===== src/rtl/i2c_scl_generator.sv =====
// I2C SCL timing generator: four-quarter SCL period with registered phase strobes
// and slave clock-stretch support during the high phase.

module i2c_scl_generator (
    input  logic       PCLK_i,
    input  logic       PRESET_i,
    input  logic       EN_i,
    input  logic [7:0] PRESCALER_i,
    input  logic       SCL_IN_i,
    output logic       SCL_O,
    output logic       SCL_FALL_O,
    output logic       DATA_TICK_O,
    output logic       SAMPLE_TICK_O,
    output logic       PERIOD_DONE_O,
    output logic       STRETCH_O,
    output logic       BUSY_O
);

    localparam logic [2:0] StIdle  = 3'd0;
    localparam logic [2:0] StLowA  = 3'd1;
    localparam logic [2:0] StLowB  = 3'd2;
    localparam logic [2:0] StHighA = 3'd3;
    localparam logic [2:0] StHighB = 3'd4;

    logic [2:0] state_q, state_d;
    logic [7:0] cnt_q, cnt_d;
    logic [7:0] p_lat_q, p_lat_d;
    logic       fall_q, fall_d;
    logic       data_q, data_d;
    logic       sample_q, sample_d;
    logic       done_q, done_d;
    logic       quarter_end;

    assign quarter_end = (cnt_q == p_lat_q);

    always_comb begin
        state_d = state_q;
        cnt_d   = cnt_q + 8'd1;
        p_lat_d = p_lat_q;
        case (state_q)
            StIdle: begin
                cnt_d = 8'd0;
                if (EN_i) begin
                    state_d = StLowA;
                    p_lat_d = PRESCALER_i;
                end
            end
            StLowA: begin
                if (quarter_end) begin
                    state_d = StLowB;
                    cnt_d   = 8'd0;
                end
            end
            StLowB: begin
                if (quarter_end) begin
                    state_d = StHighA;
                    cnt_d   = 8'd0;
                end
            end
            StHighA: begin
                // A slave holding SCL low freezes the quarter count.
                if (!SCL_IN_i) begin
                    cnt_d = cnt_q;
                end else if (quarter_end) begin
                    state_d = StHighB;
                    cnt_d   = 8'd0;
                end
            end
            StHighB: begin
                if (quarter_end) begin
                    cnt_d = 8'd0;
                    if (EN_i) begin
                        state_d = StLowA;
                        p_lat_d = PRESCALER_i;
                    end else begin
                        state_d = StIdle;
                    end
                end
            end
            default: begin
                state_d = StIdle;
                cnt_d   = 8'd0;
            end
        endcase
    end

    // Strobes are precomputed from the next state so they align with the state they mark.
    always_comb begin
        fall_d   = (state_d == StLowA) && (state_q != StLowA);
        data_d   = (state_d == StLowB) && (state_q != StLowB);
        sample_d = (state_d == StHighB) && (state_q != StHighB);
        done_d   = (state_d == StHighB) && (cnt_d == p_lat_d);
    end

    always_ff @(posedge PCLK_i) begin
        if (PRESET_i) begin
            state_q  <= StIdle;
            cnt_q    <= 8'd0;
            p_lat_q  <= 8'd0;
            fall_q   <= 1'b0;
            data_q   <= 1'b0;
            sample_q <= 1'b0;
            done_q   <= 1'b0;
        end else begin
            state_q  <= state_d;
            cnt_q    <= cnt_d;
            p_lat_q  <= p_lat_d;
            fall_q   <= fall_d;
            data_q   <= data_d;
            sample_q <= sample_d;
            done_q   <= done_d;
        end
    end

    assign SCL_O         = !((state_q == StLowA) || (state_q == StLowB));
    assign SCL_FALL_O    = fall_q;
    assign DATA_TICK_O   = data_q;
    assign SAMPLE_TICK_O = sample_q;
    assign PERIOD_DONE_O = done_q;
    assign STRETCH_O     = (state_q == StHighA) && !SCL_IN_i;
    assign BUSY_O        = (state_q != StIdle);

endmodule


===== config.mk =====
export PLATFORM = sky130hd
export DESIGN_NAME = i2c_scl_generator
export DESIGN_NICKNAME = d
export VERILOG_FILES = /design/src/rtl/i2c_scl_generator.sv
export SDC_FILE = /design/constraint.sdc
export NUM_CORES = 1
export LEC_CHECK = 0
export CORE_MARGIN = 1.5
export CORE_UTILIZATION = 24
export DETAILED_ROUTE_END_ITERATION = 7
export PLACE_DENSITY = 0.54
export SYNTH_ARGS = -nofsm -noshare
export SYNTH_HDL_FRONTEND = slang
export SYNTH_SLANG_ARGS = --single-unit

===== constraint.sdc =====
create_clock -name PCLK_i -period 2.85 [get_ports PCLK_i]
set_input_delay 0.285 -clock PCLK_i [delete_from_list [all_inputs] [get_ports PCLK_i]]
set_output_delay 0.285 -clock PCLK_i [all_outputs]
set_load 0.01 [all_outputs]

After elaboration in Yosys (flattened, before gate mapping)
Index checks and enable logic that the tools add are counted.
- $add $sub $neg: 1
- multipliers: 0
- divide/modulo/power cells: 0
- $lt $le $gt $ge: 0
- eq/ne operators: 12
- shift-type cells: 0
- multiplexer cells: 14
- bitwise gates (word level): 0
- reductions and logical operators: 11
- operator list (cell ; count):
    $mux W8 ; 4
    $pmux W8 S2 ; 2
    $mux W3 ; 6
    $eq A8 B8 Y1 ; 2
    $pmux W3 S5 ; 1
    $eq A3 B2 Y1 const B ; 3
    $add A8 B1 Y8 const B ; 1
    $eq A3 B1 Y1 const B ; 2
    $eq A3 B3 Y1 const B ; 2
    $logic_and A1 B1 Y1 ; 5
    $logic_not A3 Y1 ; 1
    $ne A3 B1 Y1 const B ; 1
    $ne A3 B2 Y1 const B ; 1
    $ne A3 B3 Y1 const B ; 1
    $reduce_bool A3 Y1 ; 1
    $reduce_or A3 Y1 ; 1
    $logic_not A1 Y1 ; 2
    $logic_or A1 B1 Y1 ; 1
    $mux W1 ; 1
- register bits after elaboration: 23
- latch bits: 0
- memory bits (writable): 0
- memory bits (read-only): 0
- output and inout port bits: 7
- word-level logic and storage cells: 45
- memories: 0

Longest topological paths before layout
- depth in word-level cells: 6
- gate-level depth with buffers: 10

Worst setup path after synthesis
OpenSTA, ideal clock, no wires.
- path type: register to register
- start: reg state_q[1]
- end: reg done_q, in the netlist PERIOD_DONE_O
- library setup time: 0.088 ns
- arrival time: 2.069 ns
- setup slack: 0.694 ns
- stages on the path, launching flop included: 10
- path buffers: 2
- clock period less this slack: 2.156 ns
- cells stage by stage: dfxtp_1 > buf_2 > or3_1 > and3_1 > buf_2 > a32oi_2 > and3b_1 > nor4_4 > nand4_1 > nor4_2
- longest elaborated chain between the ends: 5
- elaborated cells on any way between the ends: 18
- classes of those cells: eq/ne: 6; mux: 9; reduce/logical: 3
- RTL lines (what ; RTL line ; source):
    from (decl) ; 25 ; logic [2:0] state_q, state_d;
    from (signal assigned) ; 97 ; state_q <= StIdle;
    from (signal assigned) ; 105 ; state_q <= state_d;
    $eq A3 B1 Y1, or another cell as far along ; 40 ; case (state_q)
    $reduce_or A3 Y1 (no source line) or $mux W3 (tied branches) ; - ;
    $pmux W8 S2 or $pmux W3 S5 (tied branches) ; 40 ;
    $eq A8 B8 Y1 or $eq A3 B3 Y1 (tied branches) ; 92 ; done_d = (state_d == StHighB) && (cnt_d == p_lat_d);
    $logic_and A1 B1 Y1 * ; 92 ;
    to (signal assigned) ; 111 ; done_q <= done_d;
    to (decl) ; 31 ; logic done_q, done_d;
Mark *: on every way between the ends. The rest lies on a longest branch, timed or not.
A chain may end at the register's enable or synchronous reset.

Final worst setup path
- start: reg state_q[0]
- end: out STRETCH_O
- longest elaborated chain between the ends: 2
- RTL lines (what ; RTL line ; source):
    $eq A3 B2 Y1 ; 120 ; assign STRETCH_O = (state_q == StHighA) && !SCL_IN_i;
    $logic_and A1 B1 Y1 ; 120 ;
    to (decl) ; 15 ; output logic STRETCH_O,
Every way passes these cells.

==> tab_implementation.tex <==
\begin{tabular}{lr}
\hline
Metric & Value \\
\hline
\multicolumn{2}{l}{\textbf{Global routing}} \\
Vias in the first global route & 998 \\
Pin count of the biggest net entering global routing & 21 \\
Antenna violations before repair & 0 \\
First-pass GRT wire length & 4899 um \\
Residual overflow from global routing & 0 \\
Overall Global Routing Usage & 10.27\% \\
\multicolumn{2}{l}{\textbf{Floorplan}} \\
Die area & 5937 um\^{}2 \\
Die width & 77.06 um \\
Starting utilization of the core area & 25.29\% \\
Die span in y & 77.06 um \\
Rows & 26 \\
I/O pins & 19 \\
Core Footprint & 5205 um\^{}2 \\
\multicolumn{2}{l}{\textbf{STA}} \\
Hold Worst Slack & 577.8 ps \\
Max-slew violations & 0 \\
Fraction of the cycle the final worst path needs & 82.96\% \\
Clock Skew & 4.147 ps \\
Relative slew slack & 74.92\% \\
Setup TNS Final & 0 ps \\
Achievable frequency & 422.9 MHz \\
Total setup violations reported at the end of the flow & 0 \\
Actual slew at the worst max-slew pin & 376.3 ps \\
Post-route minimum period & 2364 ps \\
Unrepaired setup endpoints after global routing & false \\
Final Hold Fails & 0 \\
\multicolumn{2}{l}{\textbf{Clock tree}} \\
Post-CTS Hold Fix Bufs & 0 \\
Clock transition time at the flip-flop clock pins of the worst setup and hold paths & 80 ps \\
Later-pin clock latency in the skew report & 270 ps \\
Clock sink count & 23 \\
Clock tree buffer depth & 2 \\
Clock tree from TritonCTS & built \\
Number of gates resized after cts & 0 \\
Number of setup buffers added after CTS & 0 \\
Number of clock buffers inserted by TritonCTS & 3 \\
H-tree depth reported by CTS & 1 \\
Library cell used as clock root buffer & clkbuf\_8 \\
\multicolumn{2}{l}{\textbf{Placement}} \\
Detailed placer's ending HPWL & 2132 um \\
Final weighted congestion in routability-driven placement & 0.7729 \\
Placed cell count & 230 \\
Number of port buffers & 18 \\
\multicolumn{2}{l}{\textbf{Min path}} \\
Hold Path Depth & 2 \\
Min-delay worst type & flip-flop to flip-flop \\
\multicolumn{2}{l}{\textbf{Synthesis}} \\
Avg Inst Size Synth & 8.834 um\^{}2 \\
Share of flip-flops with an asynchronous set or reset after synthesis & 0\% \\
Portion of the post-synthesis area used by sequential elements & 34.98\% \\
Number of enable-type register cells in the synthesized netlist & 0 \\
Cell area after technology mapping & 1316 um\^{}2 \\
Gate Count Post-Synth & 149 \\
Primary FF master, synth & dfxtp\_1 \\
Number of library cell types mapped by synthesis & 40 \\
FF+latch count, synth & 23 \\
Number of warning messages in the yosys log & 0 \\
Mapped Nets & 162 \\
\multicolumn{2}{l}{\textbf{Setup path}} \\
Kind of end point of the critical path & primary output \\
Required time of the worst setup path & 2570 ps \\
FF-to-FF path depth & 8 \\
Critical path launch point type & flip-flop \\
Worst setup path category & flip-flop to primary output \\
Arr. time, crit path & 2080 ps \\
Maximum fanout encountered on the critical timing path & 9 \\
\multicolumn{2}{l}{\textbf{Route}} \\
Overall via count from detail\_route & 1075 \\
Total iterations of the first detailed-routing run & 4 \\
Number of design rule violations left after detail routing & 0 \\
Number of antenna-violating nets in the routed design & 0 \\
Iteration-0 DRC Markers & 74 \\
Ratio of routed vias to standard cells & 4.594 \\
Routed wire length & 2835 um \\
DR WL/cell & 12.12 um \\
\multicolumn{2}{l}{\textbf{Cells and area}} \\
Proportion of layout cells with a drive suffix above 1 & 8.537\% \\
Number of nets in the layout & 178 \\
Synth-to-layout area growth & 21.77\% \\
Leading cell types in the layout, fill and taps excluded & 23 x dfxtp\_1, 18 x clkdlybuf4s50\_1, 14 x xor2\_1, 14 x nor2\_1, 11 x nand2\_1 \\
Final antenna diode count & 0 \\
Number of standard cells in the final layout excluding fillers & 234 \\
Leading cell type in the layout, fill and taps excluded & dfxtp\_1 \\
\multicolumn{2}{l}{\textbf{Pwr}} \\
Static Leak & 0.6916 nW \\
Power density of the placed cells & 617.7 nW/um\^{}2 \\
Worst IR drop on VDD & 0.0001404 V \\
\multicolumn{2}{l}{\textbf{Job}} \\
Max-Cap Viols & 0 \\
\multicolumn{2}{l}{\textbf{Outcome}} \\
Outcome & complete, no violations \\
\hline
\end{tabular}
synth_stat cells, types with 2 or more instances:
library cell	number	area (um^2)
nand2_1	11	41.29
mux2i_1	7	70.07
dfxtp_1	23	460.4
a21oi_1	9	45.04
nor2b_1	5	31.28
o21ai_1	2	10.01
o21ai_0	4	20.02
and3b_1	3	26.28
nor2_1	14	52.55
buf_2	3	15.01
a21boi_1	3	22.52
o211a_1	2	20.02
xor2_1	14	122.6
and2_1	3	18.77
clkbuf_1	5	18.77
xnor2_1	2	17.52
nor3_1	4	20.02
a21o_1	2	15.01
or3_1	2	12.51
nand3_1	6	30.03
inv_1	3	11.26
o21bai_1	2	15.01
nor4_4	3	63.81
metal layers:
layer  wire length (um)  vias up  global-route usage [%]
met1               1377      494                   14.21
met2               1334       22                   16.02
met3                 76        4                   1.190
li1                   -      555                       -
met5                  0        -                       0
met4                 46        0                   4.364
where the power goes:
group	switching (mW)	total [mW]	internal, mW
logic	0.210	0.391	0.181
registers	0.0377	0.392	0.354
clock network	0.107	0.207	0.0999
sequential cells by signal, summed over array words and instances (netlist names):
register,cells
DATA_TICK_O,1
PERIOD_DONE_O,1
SAMPLE_TICK_O,1
SCL_FALL_O,1
cnt_q,8
p_lat_q,8
state_q,3
final cells by class:
type / count / area (um^2)
Multi-Input combinational cell: 115 / 810.8
Inverter: 3 / 11.26
Clock buffer: 4 / 45.04
Tap cell: 70 / 87.58
Fill cell: 573 / 3602
Sequential cell: 23 / 460.4
Timing Repair Buffer: 19 / 187.7
worst paths after layout:
| check | to | start | slack, ps |
|---|---|---|---|
| hold / removal | p_lat_q[6] | p_lat_q[6] | 580 |
| hold reg to reg | p_lat_q[6] | p_lat_q[6] | 580 |
| setup / recovery | STRETCH_O | state_q[0] | 490 |
| setup reg to reg | PERIOD_DONE_O | cnt_q[2] | 500 |
critical path: stages, from the launching register on:
cell and delay (ps):
dfxtp_1 530, nor2b_1 240, and3b_1 420, clkdlybuf4s50_1 620
cells by family after synthesis:
family / count (synthesis) / synth area share (%)
xor gates and xnor gates: 16 / 10.65
adders and majority gates: 1 / 0.9504
muxes: 7 / 5.323
buffers and inverters: 11 / 3.422
and+or+nand+nor: 61 / 28.90
AOI/OAI and AO/OA: 30 / 15.78
DFF: 23 / 34.98
through the flow:
step	setup WS, ps	cell area (um^2)	util (%)	power (mW)
after floorplan	693.6	1316	-	0.6844
after global placement	347.9	1558	29.93	0.7929
after detailed placement	415.4	1558	29.93	0.7881
after CTS	509.9	1603	30.79	0.9915
after global routing	312.6	1603	30.79	1.057
final	485.5	1603	30.79	0.9900
No activity file was read; power rests on OpenSTA's default activity.
